==> config.mk <==
export PLATFORM = sky130hd
export DESIGN_NAME = fibonacci_engine
export DESIGN_NICKNAME = d
export VERILOG_FILES = /design/src/rtl/fibo_pkg.sv /design/src/rtl/fibo_step.sv /design/src/rtl/fibonacci_engine.sv
export SDC_FILE = /design/constraint.sdc
export NUM_CORES = 1
export LEC_CHECK = 0
export CAP_MARGIN = 10
export CORE_MARGIN = 2
export CORE_UTILIZATION = 45
export DETAILED_ROUTE_END_ITERATION = 8
export GPL_TIMING_DRIVEN = 0
export PLACE_DENSITY = 0.73
export SLEW_MARGIN = 0
export SYNTH_ARGS = -nofsm -noshare
export SYNTH_HDL_FRONTEND = slang
export SYNTH_SLANG_ARGS = --single-unit
==> constraint.sdc <==
create_clock -name clk -period 2.75 [get_ports clk]
set_input_delay 0.4125 -clock clk [delete_from_list [all_inputs] [get_ports clk]]
set_output_delay 0.4125 -clock clk [all_outputs]
set_load 0.02 [all_outputs]
==> src/rtl/fibo_pkg.sv <==
// Shared types and seed constants for the Fibonacci/Lucas term engine.
package fibo_pkg;

    typedef enum logic [1:0] {
        IDLE = 2'd0,
        CALC = 2'd1,
        DONE = 2'd2
    } state_t;

    localparam int unsigned FIB_SEED0 = 0;
    localparam int unsigned FIB_SEED1 = 1;
    localparam int unsigned LUC_SEED0 = 2;
    localparam int unsigned LUC_SEED1 = 1;

endpackage

==> src/rtl/fibo_step.sv <==
// One recurrence step: next term = a + b, with a sticky overflow flag that
// also inherits any overflow already carried by either operand.
module fibo_step #(
    parameter int DATA_W = 16
) (
    input  logic [DATA_W-1:0] a,
    input  logic [DATA_W-1:0] b,
    input  logic              a_ovf,
    input  logic              b_ovf,
    output logic [DATA_W-1:0] sum,
    output logic              sum_ovf
);

    logic carry;

    assign {carry, sum} = {1'b0, a} + {1'b0, b};
    assign sum_ovf      = carry | a_ovf | b_ovf;

endmodule

==> src/rtl/fibonacci_engine.sv <==
// Iterative Fibonacci/Lucas term generator: IDLE -> CALC (n steps) -> DONE,
// with saturation to all-ones when the returned term no longer fits DATA_W.
module fibonacci_engine
    import fibo_pkg::*;
#(
    parameter int DATA_W = 16,
    parameter int IDX_W  = 5
) (
    input  logic              clk,
    input  logic              reset,
    input  logic              start,
    input  logic              mode,
    input  logic [IDX_W-1:0]  index,
    output logic              busy,
    output logic              done,
    output logic [DATA_W-1:0] result,
    output logic              overflow
);

    state_t            state;
    state_t            state_next;
    logic [IDX_W-1:0]  count;
    logic [DATA_W-1:0] a;
    logic [DATA_W-1:0] b;
    logic              a_ovf;
    logic              b_ovf;
    logic [DATA_W-1:0] sum;
    logic              sum_ovf;

    fibo_step #(.DATA_W(DATA_W)) u_step (
        .a       (a),
        .b       (b),
        .a_ovf   (a_ovf),
        .b_ovf   (b_ovf),
        .sum     (sum),
        .sum_ovf (sum_ovf)
    );

    always_ff @(posedge clk) begin
        if (reset) state <= IDLE;
        else       state <= state_next;
    end

    always_comb begin
        // NOTE: default first so every path assigns state_next and no latch is inferred.
        state_next = state;
        case (state)
            IDLE:    if (start) state_next = CALC;
            CALC:    if (count == '0) state_next = DONE;
            DONE:    state_next = IDLE;
            default: state_next = IDLE;
        endcase
    end

    assign busy = (state != IDLE);
    assign done = (state == DONE);

    // The a term lags b by one step, so an overflow seen only in b is
    // reported solely if another step promotes it into a.
    always_ff @(posedge clk) begin
        if (reset) begin
            count    <= '0;
            a        <= '0;
            b        <= '0;
            a_ovf    <= 1'b0;
            b_ovf    <= 1'b0;
            result   <= '0;
            overflow <= 1'b0;
        end else begin
            // NOTE: non-blocking assignments so a<=b and b<=a+b both use pre-edge values.
            case (state)
                IDLE: begin
                    if (start) begin
                        count <= index;
                        a     <= mode ? DATA_W'(LUC_SEED0) : DATA_W'(FIB_SEED0);
                        b     <= mode ? DATA_W'(LUC_SEED1) : DATA_W'(FIB_SEED1);
                        a_ovf <= 1'b0;
                        b_ovf <= 1'b0;
                    end
                end
                CALC: begin
                    if (count != '0) begin
                        a     <= b;
                        b     <= sum;
                        a_ovf <= b_ovf;
                        b_ovf <= sum_ovf;
                        count <= count - 1'b1;
                    end else begin
                        result   <= a_ovf ? '1 : a;
                        overflow <= a_ovf;
                    end
                end
                default: ;
            endcase
        end
    end

endmodule
Word level (Yosys, flattened, before mapping)

Cells that the tools add are included.

Register bits after elaboration: 58
Bits of input ports: 9

Add/subtract/negate cells: 2
Eq/ne operators: 5
Mux-type cells: 19
Bitwise gates (word level): 3
Reduce and logical (&&, ||, !) cells: 8

Operator list:

| operator                                         | count |
|---|---|
| two-way mux 16 bit                               | 5 |
| case mux 16 bit (2 select lines)                 | 2 |
| adder 16 x 16 -> 17 bit                          | 1 |
| two-way mux 5 bit                                | 2 |
| case mux 5 bit (2 select lines)                  | 1 |
| two-way mux 2 bit                                | 3 |
| inequality test 2 bit, second input constant     | 3 |
| logical NOT 5 bit                                | 1 |
| nonzero test 5 bit                               | 1 |
| subtractor 5 x 1 -> 5 bit, second input constant | 1 |
| case mux 1 bit (2 select lines)                  | 2 |
| case mux 2 bit (2 select lines)                  | 1 |
| AND reduction 2 bit                              | 2 |
| nonzero test 2 bit                               | 2 |
| two-way mux 1 bit                                | 3 |
| AND reduction 3 bit                              | 1 |
| == test 2 x 1 -> 1 bit, second input constant    | 1 |
| == test 2 bit, second input constant             | 1 |
| logical NOT 2 bit                                | 1 |
| bitwise OR 1 bit                                 | 2 |
| inverter 1 bit                                   | 1 |

Depth between registers and ports, before layout

Gate-level depths: netlist of the first run.

Depth in word-level cells: 5
Gate-level depth with buffers: 8
Gate-level depth less buffers: 8

Hierarchy

A second synthesis of the first run with hierarchy kept.

Cell total of the unflattened synthesis: 355
Area total of the unflattened synthesis: 2975.4 sq um

Modules (own cells, without submodules):

| module           | times used | cells each | area each (sq um) | seq. area each (sq um) |
|---|---|---|---|---|
| fibonacci_engine | 1          | 242        | 2139.6            | 1161.1 |
| fibo_step        | 1          | 113        | 835.8             | 0.0 |

Worst setup path after synthesis of the first run

Ideal clock, no wire load.

Kind: register to register
Start: register a[0]
End: register b[8]
Setup time: 117 ps
Arrival: 1791 ps
Path slack: 842 ps
Cell stages (with the launch flop): 9
Path buffers: 0
Period minus slack after synthesis: 1908 ps
Cell sequence: dfxtp_1 > ha_1 > fa_1 > a21oi_1 > o2111ai_2 > nand3_1 > nand2_1 > xor2_1 > a22o_1

Cells in the longest elaborated chain, start to end: 3

Ends and longest elaborated chain:

| element                          | line                   | source |
|---|---|---|
| start: declaration               | fibonacci_engine.sv:23 | `logic [DATA_W-1:0] a;` |
| start signal: assignment         | fibonacci_engine.sv:75 | `a <= mode ? DATA_W'(LUC_SEED0) : DATA_W'(FIB_SEED0);` |
| adder 16 x 16 -> 17 bit          | fibo_step.sv:16        | `assign {carry, sum} = {1'b0, a} + {1'b0, b};` |
| two-way mux 16 bit               | fibonacci_engine.sv:82 | `if (count != '0) begin` |
| case mux 16 bit (2 select lines) | fibonacci_engine.sv:71 | `case (state)` |
| end signal: assignment           | fibonacci_engine.sv:76 | `b <= mode ? DATA_W'(LUC_SEED1) : DATA_W'(FIB_SEED1);` |
| end signal: assignment           | fibonacci_engine.sv:84 | `b <= sum;` |
| end: declaration                 | fibonacci_engine.sv:24 | `logic [DATA_W-1:0] b;` |

No other way between the ends. The select of a mux whose other input is x is not followed.
A chain may end at the register's enable or synchronous reset.

Worst setup path in the final report of the first run

Start: register a[0]
End: register b[12]

Same word-level chain as after synthesis.

==> results of run 1 <==
==> cell usage in the layout (no fill, tap or decap), drive strengths merged, types with 2 or more instances in the layout <==
cell,count
inv,10
a311oi,2
a22oi,3
or3,2
clkdlybuf4s50,26
xnor2,8
ha,18
nand2,48
a21o,4
a211oi,6
clkbuf,23
nand3,24
o2111ai,2
xor2,6
o21ai,21
nor2,47
bufinv,2
a22o,2
nand4,3
nor3,38
buf,10
nand2b,2
o211ai,2
a21oi,38
clkinvlp,2
dfxtp,58
==> cell usage after synthesis, types with 4 or more instances <==
cell / number / share of area
nand2_1: 46 / 0.057
clkbuf_1: 14 / 0.017
xor2_1: 6 / 0.017
nor2_1: 44 / 0.054
a21oi_1: 38 / 0.063
ha_1: 18 / 0.074
nor3_1: 37 / 0.061
buf_2: 4 / 0.0066
xnor2_1: 8 / 0.023
nand3_1: 24 / 0.040
o21ai_1: 10 / 0.016
dfxtp_1: 58 / 0.38
a21o_1: 4 / 0.0099
o21ai_0: 11 / 0.018
inv_1: 8 / 0.0099
a211oi_1: 6 / 0.015
==> power groups by stage <==
stage,combinational (mW),sequential (mW),clock [mW]
finish,0.474,0.936,0.895
global route,0.527,0.942,0.937
CTS,0.476,0.935,0.900
detailed placement,0.473,0.954,0
global placement,0.466,0.951,0
floorplan,0.284,0.985,0
==> critical path, stage by stage, from the launching register on <==
cell	delay, ns
dfxtp_1	0.33
ha_1	0.26
fa_1	0.42
a21oi_1	0.23
o2111ai_2	0.20
a31oi_1	0.27
o21ai_1	0.14
xnor2_1	0.17
o21ai_1	0.07
==> area by class of cell <==
| class | instances | area, µm² | share of cell area |
|---|---|---|---|
| inverter | 8 | 30.0 | 0.00830 |
| buffer | 24 | 118 | 0.0325 |
| tap | 77 | 96.3 | 0.0266 |
| clock buffer | 9 | 124 | 0.0342 |
| clock inverter | 7 | 101 | 0.0280 |
| timing repair buffer | 26 | 260 | 0.0719 |
| multi-input combinational | 291 | 1730 | 0.477 |
| sequential | 58 | 1160 | 0.321 |
==> registers in the layout (all words and copies together), names as in the netlist <==
| name | flops |
|---|---|
| a | 16 |
| overflow | 1 |
| result | 16 |
| a_ovf | 1 |
| state | 2 |
| b | 16 |
| b_ovf | 1 |
| count | 5 |
==> kinds of logic after synthesis <==
logic type	after synthesis	share of synthesized area
simple gates	171	0.275
compound gates	87	0.173
flops	58	0.383
buf+inv	32	0.0486
fa+ha+maj	19	0.0808
xor+xnor	14	0.0404
==> routing by layer <==
metal / GRT usage / routed length (µm) / up-vias
met1: 0.291 / 3470 / 1303
met5: 0 / 0 / -
met2: 0.328 / 3340 / 76
met4: 0.0649 / 69 / 0
met3: 0.0433 / 376 / 6
li1: - / - / 1417
==> stage by stage <==
step	power (mW)	area, µm²	setup WS (ns)	hold slack [ns]	util
after floorplan	1.27	3040	0.842	0.432	-
after global placement	1.42	3390	0.605	0.443	0.528
after detailed placement	1.43	3390	0.555	0.444	0.528
after CTS	2.31	3620	0.549	0.455	0.563
after global routing	2.41	3620	0.485	0.477	0.563
final	2.31	3620	0.543	0.455	0.563
==> worst paths after layout <==
kind | from | end
setup / recovery | a[0] | b[12]
hold / removal | b_ovf | a_ovf
setup reg to reg | a[0] | b[12]
hold reg to reg | b_ovf | a_ovf
==> impl_metrics.json, run 1 <==
{
  "p_sw_uw": 709,
  "drive_gt1_frac": 0.0757,
  "maxCapViolations": 0,
  "vias": 2802,
  "p_clk_frac": 0.388,
  "grt_max_degree": 13,
  "via_per_inst": 5.60,
  "groute.usage.overall": 0.210,
  "crit_type": "flip-flop to flip-flop",
  "synth_fp_nets": 409,
  "synthCells": 381,
  "powerDensity_mw_per_mm2": 637,
  "wire_per_inst_um": 14.5,
  "yosys_warnings": 0,
  "status": "completed",
  "io_buffers": 26,
  "netlist_area_mm2": 0.00304,
  "synth_edf_count": 0,
  "worstPathRequired_ns": 2.96,
  "skew_ns": 0.00954,
  "fin_crit_ns": 2.21,
  "final-setup-viol-count": 0,
  "hold_path_class": "flip-flop to flip-flop",
  "finalCritPeriodShare": 0.802,
  "clk_root_buffer_cell": "clkbuf_8",
  "wl_mm": 7.25,
  "ant_nets": 0,
  "finalHoldViolCount": 0,
  "ys_types": 46,
  "die_width_um": 86.1,
  "grt_antenna_before_repair": 0,
  "cp-end-kind": "flip-flop",
  "postCtsSetupBuffers": 0,
  "finalSetupTns_ns": 0,
  "synth_top_flop_cell": "dfxtp_1",
  "fill_cells": 611,
  "fmax_mhz": 453,
  "comb_power_share": 0.206,
  "clock_path_buffers": 2,
  "area_growth_pct": 19.2,
  "place.gp.congestion": 0.844,
  "clkLatencyLatePin_ns": 0.33,
  "synth_area_per_cell_um2": 7.97,
  "dp_hpwl_mm": 5.30,
  "swShare": 0.308,
  "p_leak_nw": 1.42,
  "antenna_cells": 0,
  "start_util": 0.473,
  "cts_resized": 0,
  "worstPathMaxFanout": 3,
  "cts_sinks": 58,
  "p_int_mw": 1.60,
  "power_frac_seq": 0.406,
  "core_region_area_mm2": 0.00642,
  "overflow": 0,
  "drt-pass1-iter-count": 5,
  "rows": 29,
  "synthArstFlopShare": 0,
  "grt_first_pass_wirelength_mm": 12.4,
  "io_pins": 28,
  "holdPathStages": 2,
  "h-tree-depth": 3,
  "reg2reg_depth": 8,
  "numCtsBuffers": 9,
  "synth.ff_latch_count": 58,
  "peakVddDrop_uv": 303,
  "grt_pass1_vias": 2594,
  "drc": 0,
  "regToRegSetupSlack_ns": 0.54,
  "final_cell_count_no_fill": 500,
  "max_slew.worst_pin.slew_ns": 0.554,
  "cts.clk_slew.worst_paths_ns": 0.08,
  "relSlewSlack": 0.631,
  "yosysSeqAreaShare": 0.383,
  "drt-initial-drc-count": 139,
  "cts_tree": "yes",
  "rsz0062_at_grt": "false",
  "holdBufCountCts": 0,
  "place_inst": 484,
  "slew_viol_final": 0,
  "critPathLaunchType": "flip-flop",
  "die_h_um": 86.1,
  "fin_nets": 446,
  "dieArea_mm2": 0.00742,
  "cp_data_arrival_time_ns": 2.42
}
Power figures use the tool's default switching activity.
==> run 2, diff against run 1 <==
Clock period 2.75 ns to 2.2 ns, I/O delays scaled along.
==> run 2 against run 1 <==
  * Sequential share of layout area is 0.19 points lower
  * Setup slack lost 0.48 ns
  * Global-route usage unchanged
  * Clock power is 26% higher
  * Register-to-register slack worse by 0.48 ns
  * Core utilization is 0.33 points higher
  * Count of clock-buffer cells in the layout stayed put
  * Critical path depth did not move
  * Total power is 25% higher
  * Highest routed layer unchanged
==> impl_metrics.json, run 2 (synthesis results as in run 1) <==
{
  "skew_ns": 0.00774,
  "rsz0062_at_grt": "false",
  "dieArea_mm2": 0.00742,
  "die_h_um": 86.1,
  "finalHoldViolCount": 0,
  "cp_data_arrival_time_ns": 2.37,
  "holdPathStages": 2,
  "clock_path_buffers": 2,
  "met1_length_mm": 3.51,
  "reg_top3": "a x16, b x16, result x16",
  "groute.usage.overall": 0.210,
  "p_clk_frac": 0.390,
  "cts.clk_slew.worst_paths_ns": 0.08,
  "max_slew.worst_pin.slew_ns": 0.539,
  "path_delay_family": "compound AO/OA/AOI/OAI gates",
  "place.gp.congestion": 0.844,
  "io_pins": 28,
  "fmax_mhz": 467,
  "drt-initial-drc-count": 158,
  "clk_root_buffer_cell": "clkbuf_8",
  "hold_path_class": "flip-flop to flip-flop",
  "p_leak_nw": 1.43,
  "die_width_um": 86.1,
  "finalSetupTns_ns": 0,
  "grt_antenna_before_repair": 0,
  "reg2reg_depth": 8,
  "crit_top_cell": "o21ai_1",
  "critPathLaunch": "a[0]",
  "cp-end-kind": "flip-flop",
  "p_sw_uw": 896,
  "peakVddDrop_uv": 379,
  "final-setup-viol-count": 0,
  "rows": 29,
  "powerDensity_mw_per_mm2": 795,
  "cpPeakStageDelay_ns": 0.43,
  "drc": 0,
  "area_growth_pct": 19.9,
  "cts_sinks": 58,
  "holdBufCountCts": 0,
  "status": "completed",
  "dp_hpwl_mm": 5.30,
  "top_layer_used": "met4",
  "wire_per_inst_um": 14.6,
  "antenna_cells": 0,
  "worstPathMaxFanout": 3,
  "via_per_inst": 5.56,
  "cp_cell_sequence": "ha_1 > fa_1 > a21oi_2 > o2111ai_2 > a31oi_2 > o21ai_1 > xnor2_1 > o21ai_1",
  "maxCapViolations": 0,
  "drt-pass1-iter-count": 4,
  "numCtsBuffers": 9,
  "hp-start": "b_ovf",
  "grt_max_degree": 13,
  "core_region_area_mm2": 0.00642,
  "critPathLaunchType": "flip-flop",
  "h-tree-depth": 3,
  "grt_pass1_vias": 2594,
  "cp.depth": 8,
  "start_util": 0.473,
  "timing.rr.start": "a[0]",
  "critPathBufInv": 0,
  "met2RoutedLength_mm": 3.35,
  "worstPathRequired_ns": 2.43,
  "wl_mm": 7.30,
  "relSlewSlack": 0.640,
  "layout_commonest_cell": "dfxtp_1",
  "slowest_stage": "fa_1",
  "io_buffers": 26,
  "ant_nets": 0,
  "slew_viol_final": 0,
  "fin_crit_ns": 2.14,
  "crit_type": "flip-flop to flip-flop",
  "cts_tree": "yes",
  "p_int_mw": 2.00,
  "comb_power_share": 0.205,
  "vias": 2782,
  "drive_gt1_frac": 0.0898,
  "power_frac_seq": 0.405,
  "postCtsSetupBuffers": 0,
  "clkLatencyLatePin_ns": 0.35,
  "overflow": 0,
  "holdWs_ns": 0.455,
  "grt_first_pass_wirelength_mm": 12.4,
  "swShare": 0.310,
  "finalCritPeriodShare": 0.972,
  "fin_nets": 446,
  "met3WireLength_um": 340,
  "postLayoutCoreUtil": 0.567,
  "final_cell_mix": "dfxtp_1 (58), nand2_1 (46), nor2_1 (44)"
}
-- run 2: cell count changes in the layout (fill, tap and decap cells not counted), moves of 2 or more --
cell,delta
a21oi_1,-2
a21oi_2,+2
clkbuf_2,+2
clkbuf_1,-2
-- run 2: layout make-up --
type                    count  area, µm²
clock inverters             7        101
inverters                   8       30.0
fillers                   605       2780
flip-flops and latches     58       1160
multi-input cells         291       1750
well taps                  77       96.3
clock buffers               9        124
repair buffers             26        260
plain buffers              24        120
-- run 2: power groups by stage --
| stage | registers [mW] | logic, mW | clock network, mW |
|---|---|---|---|
| 6_report | 1.17 | 0.593 | 1.13 |
| 5_1_grt | 1.18 | 0.660 | 1.17 |
| 4_1_cts | 1.17 | 0.595 | 1.13 |
| 3_5_place_dp | 1.19 | 0.591 | 0 |
| 3_3_place_gp | 1.19 | 0.582 | 0 |
| 2_1_floorplan | 1.23 | 0.355 | 0 |
-- run 2: worst paths after layout --
| path | end | slack (ns) |
|---|---|---|
| min reg2reg | a_ovf | 0.45 |
| max | b[12] | 0.06 |
| min | a_ovf | 0.45 |
| max reg2reg | b[12] | 0.06 |
-- run 2: metrics by stage --
stage | worst slack, ns | area, µm² | std cells | power (mW)
finish | 0.0605 | 3640 | 500 | 2.89
global route | 0.00134 | 3640 | 500 | 3.01
CTS | 0.0347 | 3620 | 500 | 2.89
detailed placement | 0.00527 | 3390 | 484 | 1.78
global placement | 0.0550 | 3390 | 484 | 1.77
floorplan | 0.292 | 3040 | 381 | 1.59
-- run 2: what timing repair did --
item | in CTS | in global routing
pin swaps | 1 | 0
endpoints found under the setup margin | 1 | 6
gates resized for setup | 1 | 7
gates cloned | 0 | 0
-- run 2: tightest hold or removal path, stage by stage (launching register included) --
cell,delay (ns)
dfxtp_1,0.31
nand2_1,0.05
a21oi_1,0.05
-- run 2: per-layer routing --
layer  up-vias  track usage
met2        67        0.328
met1      1287        0.291
li1       1418            -
met4         0       0.0649
met3        10       0.0433
met5         -            0
